--- config.mk ---
export PLATFORM = sky130hd
export DESIGN_NAME = rom_arbiter_flat
export DESIGN_NICKNAME = d
export VERILOG_FILES = /design/src/rtl/rom_arb_pkg.sv /design/src/rtl/rom_arbiter_if.sv /design/src/rtl/rom_rr_pick.sv /design/src/rtl/rom_arbiter.sv /design/src/flat_wrapper.sv
export SDC_FILE = /design/constraint.sdc
export NUM_CORES = 1
export LEC_CHECK = 0
export ABC_AREA = 1
export CORE_MARGIN = 2
export CORE_UTILIZATION = 48
export CTS_BUF_LIST = sky130_fd_sc_hd__clkbuf_4 sky130_fd_sc_hd__clkbuf_8
export CTS_CLUSTER_DIAMETER = 50
export DETAILED_ROUTE_END_ITERATION = 16
export HOLD_SLACK_MARGIN = 0.08
export PLACE_DENSITY_LB_ADDON = 0.12
export SYNTH_ARGS = -nofsm -noshare
export SYNTH_HDL_FRONTEND = slang
export SYNTH_SLANG_ARGS = --single-unit
--- constraint.sdc ---
create_clock -name clk -period 1.5 [get_ports clk]
set_input_delay 0.225 -clock clk [delete_from_list [all_inputs] [get_ports clk]]
set_output_delay 0.225 -clock clk [all_outputs]
set_load 0.05 [all_outputs]
--- src/rtl/rom_arb_pkg.sv ---
// Shared constants for the ROM arbiter: FSM encodings, default header magic,
// port identifiers and a helper that picks one byte of the header magic.
package rom_arb_pkg;

    localparam logic [2:0] S_CHK_ADDR = 3'd0;
    localparam logic [2:0] S_CHK_DATA = 3'd1;
    localparam logic [2:0] S_IDLE     = 3'd2;
    localparam logic [2:0] S_ADDR     = 3'd3;
    localparam logic [2:0] S_DATA     = 3'd4;
    localparam logic [2:0] S_DONE     = 3'd5;

    localparam logic [31:0] DEFAULT_MAGIC = 32'h4153524D;

    localparam logic PORT_A = 1'b0;
    localparam logic PORT_B = 1'b1;

    // Byte 0 of the image is the most significant byte of the magic word.
    function automatic logic [7:0] magic_byte(input logic [31:0] magic, input logic [1:0] idx);
        logic [7:0] b;
        case (idx)
            2'd0:    b = magic[31:24];
            2'd1:    b = magic[23:16];
            2'd2:    b = magic[15:8];
            default: b = magic[7:0];
        endcase
        return b;
    endfunction

endpackage

--- src/rtl/rom_arbiter_if.sv ---
// Requester-side bundle of the ROM arbiter: two req/ack read ports.
interface rom_arbiter_if #(
    parameter int ADDR_WIDTH = 7,
    parameter int DATA_WIDTH = 8
);
    logic                  req_a;
    logic [ADDR_WIDTH-1:0] addr_a;
    logic                  ack_a;
    logic [DATA_WIDTH-1:0] data_a;
    logic                  req_b;
    logic [ADDR_WIDTH-1:0] addr_b;
    logic                  ack_b;
    logic [DATA_WIDTH-1:0] data_b;

    modport master (
        output req_a, addr_a, req_b, addr_b,
        input  ack_a, data_a, ack_b, data_b
    );

    modport slave (
        input  req_a, addr_a, req_b, addr_b,
        output ack_a, data_a, ack_b, data_b
    );
endinterface

--- src/rtl/rom_rr_pick.sv ---
// Combinational two-way round-robin picker; any grant points the pointer
// at the port that was not granted.
module rom_rr_pick
    import rom_arb_pkg::*;
(
    input  logic req_a,
    input  logic req_b,
    input  logic pointer,
    output logic grant_valid,
    output logic grant_sel,
    output logic next_pointer
);

    always_comb begin
        grant_valid  = req_a | req_b;
        grant_sel    = PORT_A;
        next_pointer = pointer;
        if (req_a && req_b)
            grant_sel = pointer;
        else if (req_b)
            grant_sel = PORT_B;
        if (grant_valid)
            next_pointer = ~grant_sel;
    end

endmodule

--- src/rtl/rom_arbiter.sv ---
// Shares one synchronous-read ROM between two requesters after checking the
// image header; one registered data word per req/ack transaction.
module rom_arbiter
    import rom_arb_pkg::*;
#(
    parameter int          ADDR_WIDTH  = 7,
    parameter int          DATA_WIDTH  = 8,
    parameter logic [31:0] MAGIC       = DEFAULT_MAGIC,
    parameter bit          CHECK_MAGIC = 1'b1
) (
    input  logic                  clk,
    input  logic                  reset,
    rom_arbiter_if.slave          bus,
    output logic [ADDR_WIDTH-1:0] rom_addr,
    output logic                  rom_enable_out,
    input  logic [DATA_WIDTH-1:0] rom_data,
    output logic                  boot_done,
    output logic                  rom_ok
);

    localparam logic [2:0] RESET_STATE = CHECK_MAGIC ? S_CHK_ADDR : S_IDLE;
    localparam logic       RESET_BOOT  = CHECK_MAGIC ? 1'b0 : 1'b1;

    logic [2:0]            state;
    logic [1:0]            cnt;
    logic                  match;
    logic                  pointer;
    logic                  sel;
    logic [ADDR_WIDTH-1:0] addr_lat;
    logic [DATA_WIDTH-1:0] data_a_q;
    logic [DATA_WIDTH-1:0] data_b_q;
    logic                  byte_ok;
    logic                  grant_valid;
    logic                  grant_sel;
    logic                  next_pointer;

    rom_rr_pick u_pick (
        .req_a        (bus.req_a),
        .req_b        (bus.req_b),
        .pointer      (pointer),
        .grant_valid  (grant_valid),
        .grant_sel    (grant_sel),
        .next_pointer (next_pointer)
    );

    assign byte_ok = (rom_data == DATA_WIDTH'(magic_byte(MAGIC, cnt)));

    // The address latch doubles as the ROM address register, so rom_addr
    // keeps its last value in every state that does not reload it.
    assign rom_addr       = addr_lat;
    assign rom_enable_out = (state == S_CHK_DATA) || ((state == S_DATA) && rom_ok);
    assign bus.ack_a      = (state == S_DONE) && (sel == PORT_A);
    assign bus.ack_b      = (state == S_DONE) && (sel == PORT_B);
    assign bus.data_a     = data_a_q;
    assign bus.data_b     = data_b_q;

    always_ff @(posedge clk or negedge reset) begin
        if (!reset) begin
            state     <= RESET_STATE;
            cnt       <= '0;
            match     <= 1'b1;
            pointer   <= PORT_A;
            sel       <= PORT_A;
            addr_lat  <= '0;
            data_a_q  <= '0;
            data_b_q  <= '0;
            boot_done <= RESET_BOOT;
            rom_ok    <= RESET_BOOT;
        end else begin
            case (state)
                S_CHK_ADDR: state <= S_CHK_DATA;
                S_CHK_DATA: begin
                    if (!byte_ok)
                        match <= 1'b0;
                    if (cnt == 2'd3) begin
                        boot_done <= 1'b1;
                        rom_ok    <= match && byte_ok;
                        state     <= S_IDLE;
                    end else begin
                        cnt      <= cnt + 2'd1;
                        addr_lat <= ADDR_WIDTH'(cnt + 2'd1);
                        state    <= S_CHK_ADDR;
                    end
                end
                S_IDLE: begin
                    if (grant_valid) begin
                        sel      <= grant_sel;
                        pointer  <= next_pointer;
                        addr_lat <= (grant_sel == PORT_B) ? bus.addr_b : bus.addr_a;
                        state    <= S_ADDR;
                    end
                end
                S_ADDR: state <= S_DATA;
                S_DATA: begin
                    if (sel == PORT_A)
                        data_a_q <= rom_ok ? rom_data : '0;
                    else
                        data_b_q <= rom_ok ? rom_data : '0;
                    state <= S_DONE;
                end
                S_DONE:  state <= S_IDLE;
                default: state <= S_IDLE;
            endcase
        end
    end

endmodule

--- src/flat_wrapper.sv ---
// flat-port wrapper written by rule: the top's interface ports become plain ports
module rom_arbiter_flat import rom_arb_pkg::*;
#(
    parameter int          ADDR_WIDTH  = 7,
    parameter int          DATA_WIDTH  = 8,
    parameter logic [31:0] MAGIC       = DEFAULT_MAGIC,
    parameter bit          CHECK_MAGIC = 1'b1
)
  (clk, reset, rom_addr, rom_enable_out, rom_data, boot_done, rom_ok, bus_req_a, bus_addr_a, bus_req_b, bus_addr_b, bus_ack_a, bus_data_a, bus_ack_b, bus_data_b);
  rom_arbiter_if #(.ADDR_WIDTH(ADDR_WIDTH), .DATA_WIDTH(DATA_WIDTH)) bus_i ();
  input  logic clk;
  input  logic reset;
  output logic [ADDR_WIDTH-1:0] rom_addr;
  output logic rom_enable_out;
  input  logic [DATA_WIDTH-1:0] rom_data;
  output logic boot_done;
  output logic rom_ok;
  input wire logic [$bits(bus_i.req_a)-1:0] bus_req_a;
  input wire logic [$bits(bus_i.addr_a)-1:0] bus_addr_a;
  input wire logic [$bits(bus_i.req_b)-1:0] bus_req_b;
  input wire logic [$bits(bus_i.addr_b)-1:0] bus_addr_b;
  output wire logic [$bits(bus_i.ack_a)-1:0] bus_ack_a;
  output wire logic [$bits(bus_i.data_a)-1:0] bus_data_a;
  output wire logic [$bits(bus_i.ack_b)-1:0] bus_ack_b;
  output wire logic [$bits(bus_i.data_b)-1:0] bus_data_b;
  assign bus_i.req_a = bus_req_a;
  assign bus_i.addr_a = bus_addr_a;
  assign bus_i.req_b = bus_req_b;
  assign bus_i.addr_b = bus_addr_b;
  assign bus_ack_a = bus_i.ack_a;
  assign bus_data_a = bus_i.data_a;
  assign bus_ack_b = bus_i.ack_b;
  assign bus_data_b = bus_i.data_b;
  rom_arbiter #(.ADDR_WIDTH(ADDR_WIDTH), .DATA_WIDTH(DATA_WIDTH), .MAGIC(MAGIC), .CHECK_MAGIC(CHECK_MAGIC)) u_core (.clk(clk), .reset(reset), .bus(bus_i), .rom_addr(rom_addr), .rom_enable_out(rom_enable_out), .rom_data(rom_data), .boot_done(boot_done), .rom_ok(rom_ok));
endmodule
==> run metrics <==
count of endpoints failing hold in the final timing report 0; R2R Setup Slk 0.08 ns; met3 capacity usage during global routing 0.0357; Layout Utilization 0.736; Synth Instances 205; maximum clock insertion buffer count 2; Worst Clk Skew 0.00389 ns; cell internal power dissipation 2.80 mW; fraction of final layout cells sized beyond drive strength 1 0.273; Clock Latency Late Sink 0.33 ns; total DRC errors in the routed layout 0; register bit count reported by yosys 33; synthesized-area fraction occupied by xor and xnor cells 0.00519; max-slew violation count 0; antenna violations before repair 0; via count 1502; count of cells along the worst register-to-register path 8; Worst Path Arrival 1.26 ns; I/O pin count 54; most frequent standard cell in the layout excluding fill and tap cells sky130_fd_sc_hd__nand2_1; count of hold-fix buffers inserted at cts 0; CTS tree built; startpoint of the most critical register-to-register path u_core.state[0]; half-perimeter wire length after placement 2720 um; die area 4010 um^2; Cell Rows 21; clock-pin transition on the worst setup and hold timing paths 0.10 ns; proportion of total power due to net switching 0.509; via count normalized by instance count 4.68; clock sink total 33; share of synthesized area spent on multiplexers 0; net load switching power 2.90 mW; Area growth syn-to-layout 46.5%; average detailed-routed wire length per instance 11.9 um; share of total power in the clock network 0.098; number of nets in the synthesized netlist 233; height of the die 63.3 um; Critical Path Sink Type output pin; shortest period the worst path allows 1.49 ns; hold slack 0.256 ns; iteration count of the initial detailed-routing pass 4; Worst-Margin Slew 0.292 ns; Tightest Hold Check Type in -> async; compound-cell area share of the yosys netlist 0.0741; TritonCTS buffer count 5; buffers added on ports 53; status complete, no violations; maximum VDD drop 0.00105 V; share of synthesized cell area in and, or, nand and nor gates 0.347; RSZ-0062 raised after global routing yes; initial core utilization 0.502; largest net degree at the start of global routing 34; worst setup path category reg -> out; total wirelength of the detailed-routed design 3830 um; number of DRC violations after detailed-routing iteration 0 38; part of the total power dissipated in sequential elements 0.276; capture point of the worst reg-to-reg path u_core.rom_addr[0]; antenna diode instance count 0; routing usage on met1 0.247; first-pass GRT wire length 6640 um; Avg Synthesized Cell Area 8.24 um^2; H-Tree Depth 2; highest achievable clock rate 671 MHz; number of global-route vias before repair 1561; share of the clock period used by the worst path 0.993; most congested layer reported by global routing met2; final antenna-violating net count 0; core area 3360 um^2; Finish-stage setup viols 0; gpl congestion 0.716; commonest non-fill, non-tap cells in the layout sky130_fd_sc_hd__nand2_1 (74), sky130_fd_sc_hd__buf_4 (35), sky130_fd_sc_hd__dfrtp_1 (29), sky130_fd_sc_hd__clkdlybuf4s50_1 (25), sky130_fd_sc_hd__inv_1 (17); overflow left after global routing 0; crit start category flip-flop; global-route total usage across every layer 0.211; Post-Synth Adder-Cell Area 0.0148; warnings from Yosys 0; root buffer cell sky130_fd_sc_hd__clkbuf_4; Combinational Power Share 0.627; overall die width 63.3 um; power density of the placed cells 2300 nW/um^2; netlist area before placement 1690 um^2; LEAKAGE 1.24 nW; Slew headroom 0.805; sequential fraction of the synthesis area 0.490; met2 global-route usage 0.376; Max-Cap Viols 0; count of nets after finishing 302; required arrival time at the worst endpoint 1.27 ns; number of distinct library cells after synthesis 24; largest family of logic cells by synthesized area simple AND/OR/NAND/NOR gates; CP Max Fanout 5
worst max path at each step:
stage / from / end / slack (ns) / depth (start not counted)
global route: u_core.state[1] / bus_ack_b / -0.03 / 4
CTS: u_core.state[1] / bus_ack_b / -0.0001 / 4
finish: u_core.state[0] / rom_enable_out / 0.01 / 4
floorplan: u_core.state[1] / bus_ack_a / -0.03 / 3
detailed placement: bus_req_b / u_core.rom_addr[0] / 0.04 / 8
global placement: bus_req_a / u_core.rom_addr[6] / 0.08 / 8
per-layer routing:
layer | vias up | routed length [um]
met4 | 0 | 106
met1 | 660 | 1630
met2 | 48 | 1910
li1 | 780 | -
met3 | 14 | 180
met5 | - | 0
cell usage after synthesis:
cell type	n	area share
sky130_fd_sc_hd__o21ai_1	11	0.033
sky130_fd_sc_hd__o21a_1	1	0.0044
sky130_fd_sc_hd__clkbuf_1	1	0.0022
sky130_fd_sc_hd__dfrtp_1	32	0.47
sky130_fd_sc_hd__nand3b_1	4	0.018
sky130_fd_sc_hd__a21boi_0	1	0.0044
sky130_fd_sc_hd__o21ai_0	8	0.024
sky130_fd_sc_hd__nor2_2	2	0.0074
sky130_fd_sc_hd__nor2_1	18	0.040
sky130_fd_sc_hd__nand3_2	3	0.018
sky130_fd_sc_hd__or2_1	1	0.0037
sky130_fd_sc_hd__nand3_1	11	0.033
sky130_fd_sc_hd__buf_6	3	0.020
sky130_fd_sc_hd__a211oi_1	2	0.0089
sky130_fd_sc_hd__inv_2	3	0.0067
sky130_fd_sc_hd__nand2_1	75	0.17
sky130_fd_sc_hd__ha_1	2	0.015
sky130_fd_sc_hd__dfstp_2	1	0.016
sky130_fd_sc_hd__xor2_1	1	0.0052
sky130_fd_sc_hd__nand2_4	3	0.020
sky130_fd_sc_hd__inv_1	18	0.040
sky130_fd_sc_hd__nand3_4	1	0.010
sky130_fd_sc_hd__nor2_8	2	0.024
sky130_fd_sc_hd__nand4_2	1	0.0074
area by class of cell:
cell class	count	area, um^2
fillers	274	888
flip-flops and latches	33	831
multi-input cells	147	815
repair buffers	66	624
inverters	21	81.3
clock buffers	8	66.3
well taps	46	57.6
critical path, cell delays in order, from the launching register on:
cell and delay (ns):
sky130_fd_sc_hd__dfrtp_2 0.48, sky130_fd_sc_hd__buf_6 0.14, sky130_fd_sc_hd__nand3_4 0.10, sky130_fd_sc_hd__nand2_4 0.06, sky130_fd_sc_hd__buf_12 0.14
kinds of logic (layout without fill, tap and decap cells):
logic type | count (synthesis) | count (layout)
and+or+nand+nor | 121 | 121
DFF | 33 | 33
buffers and inverters | 25 | 95
AOI/OAI and AO/OA | 23 | 23
adders and majority gates | 2 | 2
xor gates and xnor gates | 1 | 1
per-stage QoR:
stage	cell area (um^2)	setup slack (ns)	TNS, ns	power (mW)	instances
floorplan	1690	-0.0315	-0.0630	3.78	205
global placement	2260	0.0849	0	4.75	304
detailed placement	2260	0.0402	0	4.80	304
CTS	2420	-0.000140	-0.000140	5.56	318
global route	2470	-0.0255	-0.115	6.07	321
finish	2470	0.0101	0	5.70	321
registers in the layout (all words and copies together) (netlist names):
register	flops
u_core.sel	1
u_core.bus.data_b	8
u_core.state	3
u_core.pointer	1
u_core.boot_done	1
u_core.bus.data_a	8
u_core.rom_ok	1
u_core.cnt	2
u_core.match	1
u_core.rom_addr	7
timing repair:
item,CTS,global route
pin swaps,2,4
setup buffers,6,3
resized for setup,13,7
endpoints found under the setup margin,3,14
power groups by stage:
stage	registers, mW	clock network (mW)	logic, mW
after global routing	1.62	0.617	3.84
after CTS	1.57	0.564	3.43
after floorplan	2.56	0	1.22
after global placement	1.56	0	3.19
final	1.57	0.558	3.57
after detailed placement	1.57	0	3.23
No activity file was read; power rests on OpenSTA's default activity.
